--- src/rtl/axi_rd_arb_pkg.sv ---
// Shared types and constants for the AXI read-port arbiter.
package axi_rd_arb_pkg;

  typedef enum logic [1:0] {
    ST_IDLE = 2'd0,
    ST_ADDR = 2'd1,
    ST_DATA = 2'd2
  } arb_state_t;

  localparam logic [1:0] AXI_BURST_INCR = 2'b01;
  localparam logic [1:0] AXI_RESP_OKAY  = 2'b00;
  localparam int         ARID_W         = 4;

endpackage

--- src/rtl/axi_rd_arbiter_rr.sv ---
// Combinational round-robin picker: the search starts one past the last
// grant and wraps, so every requester is reached within NUM_REQ bursts.
// The rotation pointer itself lives in the parent.
module rr_arbiter #(
  parameter int NUM_REQ = 2,
  parameter int IDX_W   = $clog2(NUM_REQ)
) (
  input  logic [NUM_REQ-1:0] i_req,
  input  logic [IDX_W-1:0]   i_last_grant,
  output logic [NUM_REQ-1:0] o_grant_oh,
  output logic [IDX_W-1:0]   o_grant_idx,
  output logic               o_any
);

  // First requester found in rotation order after the last grant wins
  always_comb begin : pick
    int cand;
    cand        = 0;
    o_grant_oh  = '0;
    o_grant_idx = '0;
    o_any       = 1'b0;
    for (int k = 1; k <= NUM_REQ; k++) begin
      cand = (int'(i_last_grant) + k) % NUM_REQ;
      if (!o_any && i_req[IDX_W'(cand)]) begin
        o_any                    = 1'b1;
        o_grant_idx              = IDX_W'(cand);
        o_grant_oh[IDX_W'(cand)] = 1'b1;
      end
    end
  end

endmodule

--- src/rtl/axi_rd_arbiter.sv ---
// Round-robin sharing of one AXI read master among NUM_REQ burst requesters.
// One burst outstanding at a time; R beats are steered to the grant owner.
// Optional R-channel watchdog: define AXI_RD_ARB_TIMEOUT_EN.
module axi_rd_arbiter
  import axi_rd_arb_pkg::*;
#(
  parameter int NUM_REQ         = 2,
  parameter int DATA_BYTE_WIDTH = 32,
  parameter int DATA_BYTE_SHIFT = 5,
  parameter int TIMEOUT_CYCLES  = 4096,
  localparam int DATA_BIT_WIDTH = DATA_BYTE_WIDTH * 8
) (
  input  logic                      clk,
  input  logic                      rst,
  input  logic [NUM_REQ-1:0]        i_req_valid,
  input  logic [NUM_REQ*32-1:0]     i_req_addr,
  input  logic [NUM_REQ*8-1:0]      i_req_len,
  output logic [NUM_REQ-1:0]        o_req_ready,
  output logic [DATA_BIT_WIDTH-1:0] o_rd_data,
  output logic [NUM_REQ-1:0]        o_rd_valid,
  output logic                      o_rd_last,
  output logic                      o_rd_err,
  output logic                      o_busy,
  output logic                      o_stray_err,
  output logic                      o_timeout_err,
  output logic [ARID_W-1:0]         o_axi_arid,
  output logic [31:0]               o_axi_araddr,
  output logic [7:0]                o_axi_arlen,
  output logic [2:0]                o_axi_arsize,
  output logic [1:0]                o_axi_arburst,
  output logic                      o_axi_arvalid,
  input  logic                      i_axi_arready,
  input  logic [ARID_W-1:0]         i_axi_rid,
  input  logic [DATA_BIT_WIDTH-1:0] i_axi_rdata,
  input  logic [1:0]                i_axi_rresp,
  input  logic                      i_axi_rlast,
  input  logic                      i_axi_rvalid,
  output logic                      o_axi_rready
);

  localparam int IDX_W = $clog2(NUM_REQ);

  arb_state_t         r_state;
  logic [IDX_W-1:0]   r_grant;
  logic [IDX_W-1:0]   r_last_grant;
  logic [31:0]        r_araddr;
  logic [7:0]         r_arlen;
  logic [ARID_W-1:0]  r_arid;
  logic               r_arvalid;
  logic [NUM_REQ-1:0] r_req_ready;
  logic [7:0]         r_beat_cnt;
  logic               r_stray_err;
  logic               r_timeout_err;

  logic [NUM_REQ-1:0] w_win_oh;
  logic [IDX_W-1:0]   w_win_idx;
  logic               w_win_any;
  logic [31:0]        w_win_addr;
  logic [7:0]         w_win_len;
  logic               w_in_data;
  logic               w_rid_match;
  logic               w_beat;
  logic               w_stray;
  // Beat count has no functional consumer (RLAST ends the burst); kept for debug probes.
  logic [7:0]         w_beat_cnt_unused;

`ifdef AXI_RD_ARB_TIMEOUT_EN
  localparam logic [15:0] TIMEOUT_LAST = 16'(TIMEOUT_CYCLES - 1);
  logic [15:0] r_idle_cnt;
`else
  logic [15:0] w_timeout_unused;
  assign w_timeout_unused = 16'(TIMEOUT_CYCLES);
`endif

  rr_arbiter #(
    .NUM_REQ (NUM_REQ),
    .IDX_W   (IDX_W)
  ) u_rr (
    .i_req        (i_req_valid),
    .i_last_grant (r_last_grant),
    .o_grant_oh   (w_win_oh),
    .o_grant_idx  (w_win_idx),
    .o_any        (w_win_any)
  );

  assign w_win_addr        = i_req_addr[int'(w_win_idx)*32 +: 32];
  assign w_win_len         = i_req_len[int'(w_win_idx)*8 +: 8];
  assign w_beat_cnt_unused = r_beat_cnt;

  // Beat qualification: only beats tagged with the current grant are forwarded
  assign w_in_data   = (r_state == ST_DATA);
  assign w_rid_match = (i_axi_rid == ARID_W'(r_grant));
  assign w_beat      = w_in_data && i_axi_rvalid && w_rid_match;
  assign w_stray     = w_in_data && i_axi_rvalid && !w_rid_match;

  // Controller: request pick, AR handshake, R beat tracking, sticky errors
  always_ff @(posedge clk or posedge rst) begin
    if (rst) begin
      r_state       <= ST_IDLE;
      r_grant       <= '0;
      r_last_grant  <= IDX_W'(NUM_REQ - 1);
      r_araddr      <= '0;
      r_arlen       <= '0;
      r_arid        <= '0;
      r_arvalid     <= 1'b0;
      r_req_ready   <= '0;
      r_beat_cnt    <= '0;
      r_stray_err   <= 1'b0;
      r_timeout_err <= 1'b0;
`ifdef AXI_RD_ARB_TIMEOUT_EN
      r_idle_cnt    <= '0;
`endif
    end else begin
      r_req_ready <= '0;
      case (r_state)
        ST_IDLE: begin
          if (w_win_any) begin
            r_state     <= ST_ADDR;
            r_grant     <= w_win_idx;
            r_araddr    <= w_win_addr;
            r_arlen     <= w_win_len;
            r_arid      <= ARID_W'(w_win_idx);
            r_arvalid   <= 1'b1;
            r_req_ready <= w_win_oh;
          end
        end
        ST_ADDR: begin
          // arvalid is held high for the whole ADDR state, so arready alone completes it
          if (i_axi_arready) begin
            r_state    <= ST_DATA;
            r_arvalid  <= 1'b0;
            r_araddr   <= '0;
            r_arlen    <= '0;
            r_arid     <= '0;
            r_beat_cnt <= '0;
`ifdef AXI_RD_ARB_TIMEOUT_EN
            r_idle_cnt <= '0;
`endif
          end
        end
        ST_DATA: begin
          if (w_stray) begin
            r_stray_err <= 1'b1;
          end
          if (w_beat) begin
            r_beat_cnt <= r_beat_cnt + 8'd1;
            if (i_axi_rlast) begin
              r_state      <= ST_IDLE;
              r_last_grant <= r_grant;
            end
          end
`ifdef AXI_RD_ARB_TIMEOUT_EN
          // Watchdog only restarts on R-channel activity; a silent slave aborts the burst
          if (i_axi_rvalid) begin
            r_idle_cnt <= '0;
          end else if (r_idle_cnt == TIMEOUT_LAST) begin
            r_idle_cnt    <= '0;
            r_timeout_err <= 1'b1;
            r_state       <= ST_IDLE;
          end else begin
            r_idle_cnt <= r_idle_cnt + 16'd1;
          end
`endif
        end
        default: r_state <= ST_IDLE;
      endcase
    end
  end

  // Per-requester beat strobe
  genvar gi;
  generate
    for (gi = 0; gi < NUM_REQ; gi++) begin : g_rd_valid
      assign o_rd_valid[gi] = w_beat && (r_grant == IDX_W'(gi));
    end
  endgenerate

  assign o_rd_data     = w_beat ? i_axi_rdata : '0;
  assign o_rd_last     = w_beat && i_axi_rlast;
  assign o_rd_err      = w_beat && (i_axi_rresp != AXI_RESP_OKAY);
  assign o_axi_rready  = w_in_data;
  assign o_busy        = (r_state != ST_IDLE);
  assign o_req_ready   = r_req_ready;
  assign o_stray_err   = r_stray_err;
  assign o_timeout_err = r_timeout_err;
  assign o_axi_arid    = r_arid;
  assign o_axi_araddr  = r_araddr;
  assign o_axi_arlen   = r_arlen;
  assign o_axi_arvalid = r_arvalid;
  assign o_axi_arsize  = 3'(DATA_BYTE_SHIFT);
  assign o_axi_arburst = AXI_BURST_INCR;

endmodule

--- config.mk ---
export PLATFORM = sky130hd
export DESIGN_NAME = axi_rd_arbiter
export DESIGN_NICKNAME = d
export VERILOG_FILES = /design/src/rtl/axi_rd_arb_pkg.sv /design/src/rtl/axi_rd_arbiter_rr.sv /design/src/rtl/axi_rd_arbiter.sv
export SDC_FILE = /design/constraint.sdc
export NUM_CORES = 1
export LEC_CHECK = 0
export ABC_AREA = 0
export BUFFER_PORTS_ARGS = -buffer_cell sky130_fd_sc_hd__buf_2
export CORE_AREA = 10 10 251 253
export CTS_CLUSTER_SIZE = 28
export DETAILED_ROUTE_END_ITERATION = 6
export DIE_AREA = 0 0 261 263
export PLACE_DENSITY_LB_ADDON = 0.25
export SLEW_MARGIN = 40
export SYNTH_ARGS = -nofsm -noshare
export SYNTH_HDL_FRONTEND = slang
export SYNTH_SLANG_ARGS = --single-unit
--- constraint.sdc ---
create_clock -name clk -period 3.45 [get_ports clk]
set_input_delay 0.8625 -clock clk [delete_from_list [all_inputs] [get_ports clk]]
set_output_delay 0.8625 -clock clk [all_outputs]
set_load 0.1 [all_outputs]
# Word-level counts from Yosys, hierarchy flattened
# Index checks and enable logic that the tools add are counted.
[classes]
add_sub_neg = 2
n_lt_le_gt_ge = 4
n_eq_ne = 7
shifts = 2
n_mux = 34
bitwise = 2
n_reduce_logical = 21
[ops]
columns = ["cell", "n"]
rows = [
  ["$mux 256", 1],
  ["$mux 32", 2],
  ["$pmux 32 s2", 1],
  ["$shiftx 64x7->32", 1],
  ["$mux 2", 8],
  ["$mux 8", 2],
  ["$pmux 8 s2", 1],
  ["$shiftx 16x5->8", 1],
  ["$mux 1", 12],
  ["$logic_and 1x1->1", 10],
  ["$mux 4", 2],
  ["$pmux 4 s2", 1],
  ["$lt 1x3->1 const B", 2],
  ["$pmux 2 s3", 1],
  ["$reduce_and 3->1", 2],
  ["$reduce_bool 2->1", 3],
  ["$eq 4x1->1", 1],
  ["$ne 2x1->1 const B", 2],
  ["$ne 2x2->1 const B", 2],
  ["$reduce_and 2->1", 2],
  ["$reduce_and 4->1", 1],
  ["$add 1x1->1 const B", 2],
  ["$demux 1 s1", 2],
  ["$eq 2x1->1 const B", 1],
  ["7 further kinds", 9],
]
[word_totals]
ff_bits = 52
input_bits = 349
output_inout_bits = 316
word_cells = 81

# Longest topological paths before layout
# Gate-level depths: netlist (run 1).
[logic_depth]
depth_word = 11
depth_mapped = 7

# Hierarchy
# From an unflattened synthesis (run 1), not the netlist that was laid out.
[unflattened]
hier_cells = 507
hier_area_um2 = 4300.4
[modules_own_cells]
columns = ["mod", "instances", "cells_each", "area_per_inst_um2", "seq_area_each_um2"]
rows = [
  ["axi_rd_arbiter", 1, 502, 4265.3, 1227.4],
  ["rr_arbiter", 1, 5, 35.0, 0.0],
]

# Worst setup path after synthesis (run 1)
# Ideal clock, no wire load.
[synth_timing]
path_type = "input-to-output"
startpoint = "input i_axi_rid[1]"
endpoint = "output o_rd_valid[0]"
t_arrival_ns = 2.983
required_ns = 2.588
slack_ns = -0.395
stages = 5
n_path_buf = 2
cell_sequence = "nor3_1 > and4_1 > buf_4 > buf_6 > nor2b_1"
[synth_via]
elab_chain_cells = 3
[synth_rtl]
columns = ["item", "line_no", "source"]
rows = [
  ["start, declared", "axi_rd_arbiter.sv:33", "input logic [ARID_W-1:0] i_axi_rid,"],
  ["$eq 4x1->1", "axi_rd_arbiter.sv:92", "assign w_rid_match = (i_axi_rid == ARID_W'(r_grant));"],
  ["$logic_and 1x1->1", "axi_rd_arbiter.sv:93", "assign w_beat = w_in_data && i_axi_rvalid && w_rid_match;"],
  ["$logic_and 1x1->1", "axi_rd_arbiter.sv:174", "assign o_rd_valid[gi] = w_beat && (r_grant == IDX_W'(gi));"],
  ["end, declared", "axi_rd_arbiter.sv:20", "output logic [NUM_REQ-1:0] o_rd_valid,"],
]
# No other way between the ends.

# Worst setup path in the final report (run 1)
[layout_timing]
startpoint = "input i_axi_rid[0]"
endpoint = "output o_rd_data[102]"
[layout_via]
elab_chain_cells = 3
[layout_rtl]
columns = ["item", "line_no", "source"]
rows = [
  ["$eq 4x1->1", "axi_rd_arbiter.sv:92", ""],
  ["$logic_and 1x1->1", "axi_rd_arbiter.sv:93", ""],
  ["$mux 256", "axi_rd_arbiter.sv:178", "assign o_rd_data = w_beat ? i_axi_rdata : '0;"],
  ["end, declared", "axi_rd_arbiter.sv:19", "output logic [DATA_BIT_WIDTH-1:0] o_rd_data,"],
]
# No other way between the ends.

==> results of run 1 <==
synth_stat cells (all sizes together):
master	count	share of area, %
a21o	2	0.36
buf	42	9.3
a21oi	1	0.12
o22ai	1	0.15
mux2	2	0.54
nor2	3	0.27
a31o	1	0.21
and3	7	1.0
conb	2	0.18
o2bb2ai	34	7.1
dfrtp	47	28
xnor2	1	0.21
nor3	1	0.12
and4b	1	0.24
mux2i	34	8.1
nand2b	1	0.15
a221o	6	1.4
a22o	1	0.21
and4	1	0.21
dfstp	1	0.63
nand4	1	0.15
nor2b	3	0.63
and2	258	39
inv	4	0.36
o21a	1	0.18
nand2	3	0.27
nor3b	1	0.18
clkbuf	9	0.84
a211oi	1	0.18
where the power goes:
| group | switching [W] | internal (W) | total (W) |
|---|---|---|---|
| clock network | 0.000247 | 0.000346 | 0.000593 |
| logic | 0.00242 | 0.000693 | 0.00311 |
| registers | 0.000150 | 0.000786 | 0.000936 |
| total | 0.00281 | 0.00182 | 0.00464 |
metal layers:
layer / up-vias / part of all wire [%] / global-route usage, %
met1: 2662 / 36 / 11.62
met3: 49 / 14 / 6.457
met5: - / 0.51 / 0
li1: 2778 / - / -
met4: 34 / 1.5 / 2.062
met2: 362 / 48 / 18.76
worst paths after layout:
path | start | to | depth (start not counted)
worst max-delay path | i_axi_rid[0] | o_rd_data[102] | 7
worst min-delay path | o_axi_araddr[7] | o_axi_araddr[7] | 1
worst max register to register | r_last_grant | o_axi_araddr[18] | 4
worst min register to register | o_axi_araddr[7] | o_axi_araddr[7] | 1
max in group asynchronous | rst | r_last_grant | 3
min in group asynchronous | rst | o_axi_arlen[2] | 2
stage by stage:
| stage | hold WS (ps) | cells |
|---|---|---|
| after floorplan | 495.4 | 478 |
| after global placement | 456.8 | 1873 |
| after detailed placement | 467.3 | 1873 |
| after CTS | 485.6 | 1881 |
| after global routing | 499.1 | 1883 |
| final | 484.2 | 1886 |
critical path, delay by kind of cell:
kind	cells	cell delay (ps)
xor gates and xnor gates	1	280
buffers and inverters	4	710
and+or+nand+nor	2	570
flip-flops by register name (all words and copies together) (netlist names):
name           flops
r_last_grant       1
o_req_ready        1
r_grant            1
r_state            2
o_axi_arid         1
o_axi_arvalid      1
o_axi_arlen        8
o_axi_araddr      32
o_stray_err        1
final cells by class:
class / instances / area (um2) / area share (%)
flip-flops and latches: 48 / 1202 / 9.733
well taps: 773 / 967.2 / 7.829
inverters: 4 / 15.01 / 0.1215
diodes: 5 / 12.51 / 0.1013
clock buffers: 5 / 125.1 / 1.013
clock inverters: 3 / 46.29 / 0.3747
repair buffers: 673 / 7395 / 59.85
multi-input cells: 375 / 2591 / 20.97
logic make-up (layout without fill, tap and decap cells):
group | Yosys count | count (layout)
other | 2 | 15
buffers and inverters | 55 | 685
XOR/XNOR | 1 | 1
multiplexers | 36 | 36
flip-flops | 48 | 48
AND/OR/NAND/NOR | 280 | 280
AO/OA/AOI/OAI | 48 | 48
==> results.py, run 1 <==
metrics = {
    "run_status": {
        "outcome": "complete, no violations",
    },
    "synthesis": {
        "syn_area_um2": 4189,
        "ys_ff_latch": 48,
        "avgSynthCellArea_um2": 8.913,
        "yosys.area_share.simple_pct": 41.79,
        "ys_seq_area_share_pct": 28.70,
        "syn_inst": 470,
        "synthDistinctLibCells": 35,
        "synth-adder-area-share_pct": 0,
        "synth_top_family_by_area": "simple AND/OR/NAND/NOR gates",
        "synth_xor_area_share_pct": 0.2091,
        "synth-compound-area-share_pct": 9.946,
        "ys_warn_count": 1,
        "synth_mux_area_share_pct": 8.662,
    },
    "cts": {
        "worstSkewPairLatency_ps": 300,
        "clock_path_buffers": 2,
        "cts_sinks": 48,
        "htreeDepth": 2,
        "postCtsSetupBuffers": 0,
        "cts_hold_buf": 0,
        "numCtsBuffers": 5,
        "cts_tree": "built",
        "cts_resized": 0,
        "clkSlewWorstSetupHoldPaths_ps": 70,
        "clockRootBuffer": "clkbuf_16",
    },
    "final_layout": {
        "drive_gt1_share_pct": 62.36,
        "postLayoutCoreUtil_pct": 21.21,
        "final_cell_mix": "buf_2, buf_12, and2_1",
        "fillers": 6361,
        "final_common_cell": "buf_2",
        "fin_nets": 1456,
        "design_area_um2": 12350,
        "syn_to_final_growth_pct": 194.9,
    },
    "min_path": {
        "min_path_type": "register to register",
    },
    "flow_run": {
        "drv_cap": 0,
    },
    "sta": {
        "fmax_mhz": 299.6,
        "grt_setup_unrepaired": "false",
        "tightest_slew_ps": 739.2,
        "finalMaxSlewViolations": 0,
        "slew_headroom_pct": 50.54,
        "setup_viol": 0,
        "finClkSkew_ps": 7.226,
        "final.period_utilization_pct": 96.74,
        "finalSetupTns_ps": 0,
        "hold_viol_final": 0,
        "setup_slack_ps": 112.4,
        "final.min_clock_period_ps": 3338,
    },
    "power_and_ir_drop": {
        "p_total_w": 0.004637,
        "power_leakage_nw": 5.740,
        "ir_drop_uv": 530.4,
        "p_per_area_nw_per_um2": 375.4,
    },
    "global_routing": {
        "grt_pass1_vias": 6288,
        "grt_usage_pct": 11.02,
        "grt_pass1_wl_mm": 53.73,
        "grt.overflow.total": 0,
        "grt_max_degree": 46,
        "antenna_found_initial": 26,
    },
    "place": {
        "place_area_um2": 12170,
        "dp.final_hpwl_mm": 36.97,
        "pre_cts_slack_ps": 64.95,
        "portBuffers": 653,
        "place_congestion": 0.8321,
    },
    "worst_setup_path": {
        "crit_chain": "buf_2, xnor2_1, and4_4, buf_12, buf_12, and2_1, buf_12",
        "critPathSlowestCell": "and4_4",
        "cp-start-kind": "input pin",
        "crit_top_cell": "buf_12",
        "r2r_slack_ps": 1380,
        "cp_data_arrival_time_ps": 2480,
        "cp-end-kind": "output pin",
        "critical_path_required_ps": 2590,
        "max_stage_delay_ps": 340,
        "worstSetupPathType": "input pin to output pin",
        "crit_path_max_fanout": 45,
    },
    "floorplanning": {
        "core.rowCount": 89,
        "fp.dieW_um": 261,
        "die_area_um2": 68640,
        "fp.coreArea_um2": 58240,
        "io-pin-count": 665,
        "initial_utilization_pct": 7.193,
        "die_y_um": 263,
    },
    "routing": {
        "vias": 5885,
        "drt-total-wl_mm": 40.55,
        "drtPass1Iterations": 5,
        "wl_per_cell_um": 21.50,
        "drt-initial-drc-count": 158,
        "avgViaCountPerCell": 3.120,
        "ant_nets": 0,
        "drcViolationCount": 0,
    },
}
Power figures use the tool's default switching activity.
==> run 2, diff against run 1 <==
Settings changed: CORE_AREA 10 10 251 253 to 10 10 249 251, DIE_AREA 0 0 261 263 to 0 0 259 261.
Clock period 3.45 ns to 3.7 ns, I/O delays scaled along.
==> results.py, run 2 (synthesized netlist as in run 1, its figures left out) <==
metrics = {
    "final_layout": {
        "final_cell_mix": "buf_2, buf_12, and2_1",
        "postLayoutCoreUtil_pct": 21.67,
        "drive_gt1_share_pct": 62.24,
        "syn_to_final_growth_pct": 195.7,
        "final_common_cell": "buf_2",
        "fin_nets": 1455,
        "largest_reg_flops": 32,
        "design_area_um2": 12390,
    },
    "worst_setup_path": {
        "critical_path_required_ps": 2770,
        "max_stage_delay_ps": 290,
        "critical_path.top_delay_family": "buffers and inverters",
        "crit_path_max_fanout": 48,
        "crit_chain": "buf_2, nor3_4, buf_4, and4_4, buf_12, buf_12, and2_1, buf_12",
        "cp-start-kind": "input pin",
        "cp-end-kind": "output pin",
        "crit_top_cell": "buf_12",
        "cp_num_buf_inv": 5,
        "worstSetupPathType": "input pin to output pin",
        "critPathSlowestCell": "nor3_4",
        "cp_data_arrival_time_ps": 2640,
    },
    "routing": {
        "top_layer": "met5",
        "vias": 5987,
        "wl_met1_mm": 15.00,
        "avgViaCountPerCell": 3.191,
        "drtPass1Iterations": 4,
        "wl_met3_mm": 5.553,
        "drcViolationCount": 0,
        "drt-total-wl_mm": 43.00,
        "ant_nets": 0,
        "drt-initial-drc-count": 255,
        "wl_per_cell_um": 22.92,
        "wl_met2_mm": 21.17,
    },
    "cts": {
        "postCtsSetupBuffers": 0,
        "cts_tree": "built",
        "clkSlewWorstSetupHoldPaths_ps": 70,
        "cts_sinks": 48,
        "htreeDepth": 2,
        "clockRootBuffer": "clkbuf_16",
        "clock_path_buffers": 2,
        "cts_hold_buf": 0,
        "worstSkewPairLatency_ps": 300,
        "numCtsBuffers": 5,
    },
    "global_routing": {
        "grt.overflow.total": 0,
        "grt_pass1_wl_mm": 55.47,
        "grt_max_degree": 49,
        "grt_pass1_vias": 6339,
        "grt_usage_pct": 11.73,
        "antenna_found_initial": 29,
    },
    "min_path": {
        "min_path_type": "register to register",
    },
    "power_and_ir_drop": {
        "power_leakage_nw": 5.751,
        "p_per_area_nw_per_um2": 355.0,
        "p_total_w": 0.004397,
        "ir_drop_uv": 538.9,
    },
    "flow_run": {
        "drv_cap": 0,
    },
    "sta": {
        "finClkSkew_ps": 5.823,
        "grt_setup_unrepaired": "false",
        "setup_viol": 0,
        "final.period_utilization_pct": 96.37,
        "finalMaxSlewViolations": 0,
        "slew_headroom_pct": 49.45,
        "hold_ws_ps": 485.4,
        "hold_viol_final": 0,
        "tightest_slew_ps": 755.5,
        "fmax_mhz": 280.5,
        "final.min_clock_period_ps": 3566,
    },
    "place": {
        "portBuffers": 653,
        "place_area_um2": 12180,
        "place_congestion": 0.8164,
        "dp.final_hpwl_mm": 39.48,
    },
    "floorplanning": {
        "io-pin-count": 665,
        "die_y_um": 261,
        "initial_utilization_pct": 7.331,
        "fp.coreArea_um2": 57140,
        "core.rowCount": 88,
        "fp.dieW_um": 259,
        "die_area_um2": 67600,
    },
    "run_status": {
        "outcome": "complete, no violations",
    },
}
[run 2: cell types whose count changed in the layout (fill, tap and decap cells not counted)]
cell,previous run,this run
nand2_1,2,3
buf_12,266,268
inv_4,0,1
inv_6,1,0
clkbuf_1,0,1
nor3_4,0,1
buf_2,394,393
buf_4,13,11
nand2_4,1,0
nor3_1,1,0
diode_2,5,4
bufinv_16,1,2
inv_2,1,0
clkinvlp_4,1,0
[run 2: final timing paths]
| check | startpoint | slack [ps] | cells after the start | to |
|---|---|---|---|---|
| max | i_axi_rid[1] | 130 | 8 | o_rd_data[230] |
| min | o_axi_araddr[19] | 490 | 1 | o_axi_araddr[19] |
| max reg2reg | r_last_grant | 1580 | 4 | o_axi_araddr[21] |
| min reg2reg | o_axi_araddr[19] | 490 | 1 | o_axi_araddr[19] |
| max in group asynchronous | rst | 2540 | 2 | o_axi_arlen[5] |
| min in group asynchronous | rst | 720 | 2 | o_axi_araddr[27] |
[run 2: through the flow]
step / instances / worst slack, ps / setup TNS (ps)
4_1_cts: 1872 / 64.95 / 0
3_5_place_dp: 1864 / -269.6 / -50220
3_3_place_gp: 1864 / -226.4 / -38650
2_1_floorplan: 478 / 186.8 / 0
5_1_grt: 1873 / 21.95 / 0
6_report: 1876 / 134.4 / 0
[run 2: where the power goes]
part | internal [W] | switching, W | leakage (nW)
registers | 0.000733 | 0.000162 | 0.607
logic | 0.000645 | 0.00224 | 5.05
clock network | 0.000389 | 0.000224 | 0.0911
total | 0.00177 | 0.00263 | 5.75
[run 2: per-layer routing]
| metal | GRT usage (%) | vias up |
|---|---|---|
| met5 | 0 | - |
| met3 | 6.372 | 60 |
| met4 | 3.954 | 26 |
| li1 | - | 2773 |
| met1 | 12.05 | 2748 |
| met2 | 20.08 | 380 |
[run 2: cell type report]
class	instances	area (um2)
fill	6217	44760
sequential	48	1202
inverter	4	17.52
timing repair buffer	672	7415
tap	765	957.2
antenna	4	10.01
clock inverter	2	60.06
multi-input combinational	375	2595
clock buffer	6	128.9
[run 2: repair_timing]
| action | in CTS | in global routing |
|---|---|---|
| gates resized for setup | 2 | 0 |
| endpoints found under the hold margin | 0 | 0 |
| endpoints found under the setup margin | 258 | 0 |
[run 2: worst register-to-register path: stages (launching register included)]
cell,delay [ps]
dfstp_2,660
nand2b_2,400
buf_4,420
mux2i_1,430
o2bb2ai_1,100
==> run 3, diff against run 2 <==
Settings changed: CELL_PAD_IN_SITES_DETAIL_PLACEMENT set to 1, CELL_PAD_IN_SITES_GLOBAL_PLACEMENT set to 2, CORE_AREA 10 10 249 251 to 10 10 248 250, DIE_AREA 0 0 259 261 to 0 0 258 260.
==> results.py, run 3 (synthesized netlist as in run 1, its figures left out) <==
metrics = {
    "run_status": {
        "outcome": "complete, no violations",
    },
    "floorplanning": {
        "core.rowCount": 87,
        "fp.dieW_um": 258,
        "initial_utilization_pct": 7.443,
        "die_y_um": 260,
        "die_area_um2": 67080,
        "io-pin-count": 665,
        "fp.coreArea_um2": 56280,
    },
    "place": {
        "place_congestion": 0.8139,
        "placed_cells": 1849,
        "dp.final_hpwl_mm": 42.68,
        "pre_cts_slack_ps": 114.0,
        "portBuffers": 653,
    },
    "sta": {
        "hold_viol_final": 0,
        "final.min_clock_period_ps": 3525,
        "hold_ws_ps": 464.3,
        "tightest_slew_ps": 572.7,
        "setup_slack_ps": 175.1,
        "slew_headroom_pct": 61.82,
        "finalSetupTns_ps": 0,
        "fmax_mhz": 283.7,
        "setup_viol": 0,
        "finClkSkew_ps": 5.889,
        "final.period_utilization_pct": 95.27,
        "grt_setup_unrepaired": "false",
        "finalMaxSlewViolations": 0,
    },
    "global_routing": {
        "grt.overflow.total": 0,
        "antenna_found_initial": 49,
        "grt_pass1_vias": 6492,
        "grt_max_degree": 103,
        "grt_pass1_wl_mm": 61.29,
        "grt_usage_pct": 13.17,
    },
    "routing": {
        "vias": 6001,
        "avgViaCountPerCell": 3.214,
        "drt-initial-drc-count": 224,
        "wl_per_cell_um": 25.07,
        "drcViolationCount": 0,
        "drtPass1Iterations": 4,
        "ant_nets": 0,
        "drt-total-wl_mm": 46.81,
    },
    "power_and_ir_drop": {
        "power.net_switching_w": 0.002620,
        "combPwrFrac_pct": 66.0,
        "power.share.switching_pct": 59.84,
        "seq_power_share_pct": 20.1,
        "ir_drop_uv": 439.1,
        "p_total_w": 0.004378,
        "clkPwrFrac_pct": 13.9,
        "power_leakage_nw": 5.703,
        "p_per_area_nw_per_um2": 356.4,
        "p_int_w": 0.001758,
    },
    "final_layout": {
        "final_common_cell": "buf_2",
        "fin_nets": 1449,
        "drive_gt1_share_pct": 62.18,
        "syn_to_final_growth_pct": 193.3,
        "final_cells": 1867,
        "final_cell_mix": "buf_2, buf_12, and2_1",
        "largest_reg_flops": 32,
        "fillers": 6481,
    },
    "cts": {
        "postCtsSetupBuffers": 0,
        "numCtsBuffers": 5,
        "htreeDepth": 2,
        "clockRootBuffer": "clkbuf_16",
        "worstSkewPairLatency_ps": 300,
        "clkSlewWorstSetupHoldPaths_ps": 70,
        "clock_path_buffers": 2,
        "cts_resized": 0,
        "cts_tree": "built",
        "cts_sinks": 48,
        "cts_hold_buf": 0,
    },
    "flow_run": {
        "drv_cap": 0,
    },
    "worst_setup_path": {
        "cp-start-kind": "input pin",
        "crit_path_max_fanout": 35,
        "cp-end-kind": "output pin",
        "cp_data_arrival_time_ps": 2600,
        "critical_path_required_ps": 2770,
        "worstSetupPathType": "input pin to output pin",
    },
    "min_path": {
        "min_path_type": "register to register",
    },
}
==> run 3: power by group through the flow <==
stage / combinational, W / clock (W) / sequential, W
after floorplan: 0.000847 / 0 / 0.00219
after global placement: 0.00292 / 0 / 0.000886
after detailed placement: 0.00294 / 0 / 0.000880
after CTS: 0.00293 / 0.000635 / 0.000887
after global routing: 0.00303 / 0.000645 / 0.000922
final: 0.00289 / 0.000607 / 0.000881
==> run 3: final cells by class <==
class | instances | area, um2 | share of cell area (%)
Clock buffer | 5 | 125.1 | 1.019
Tap cell | 756 | 945.9 | 7.700
Timing Repair Buffer | 666 | 7320 | 59.58
Multi-Input combinational cell | 375 | 2589 | 21.07
Sequential cell | 48 | 1202 | 9.788
Antenna cell | 11 | 27.53 | 0.2241
Clock inverter | 2 | 60.06 | 0.4889
Inverter | 4 | 15.01 | 0.1222
==> run 3: critical path: stages <==
cell and delay, ps:
buf_2 100, nor3_1 290, buf_4 190, and4_4 290, buf_12 190, buf_12 180
and2_1 200, buf_12 190
==> run 3: final timing paths <==
| check | start | to | slack, ps | cells past startpoint |
|---|---|---|---|---|
| max in group asynchronous | rst | r_last_grant | 2220 | 3 |
| worst max register to register | r_last_grant | o_axi_arlen[1] | 1820 | 4 |
| worst min-delay path | o_stray_err | o_stray_err | 460 | 1 |
| min in group asynchronous | rst | o_axi_araddr[17] | 650 | 2 |
| worst max-delay path | i_axi_rid[1] | o_rd_data[232] | 180 | 8 |
| worst min register to register | o_stray_err | o_stray_err | 460 | 1 |
==> run 3: per-layer routing <==
layer / track usage, % / vias to the layer above / wire length [um]
met1: 12.84 / 2766 / 16050
li1: - / 2769 / -
met2: 23.58 / 355 / 23730
met3: 8.377 / 67 / 6304
met4: 1.977 / 44 / 453
met5: 0 / - / 273
==> run 3: through the flow <==
stage          instance area (um2)  util (%)
6_report                     12280     21.83
4_1_cts                      12260     21.78
2_1_floorplan                 4222         -
3_3_place_gp                 12070     21.44
5_1_grt                      12260     21.79
3_5_place_dp                 12070     21.45
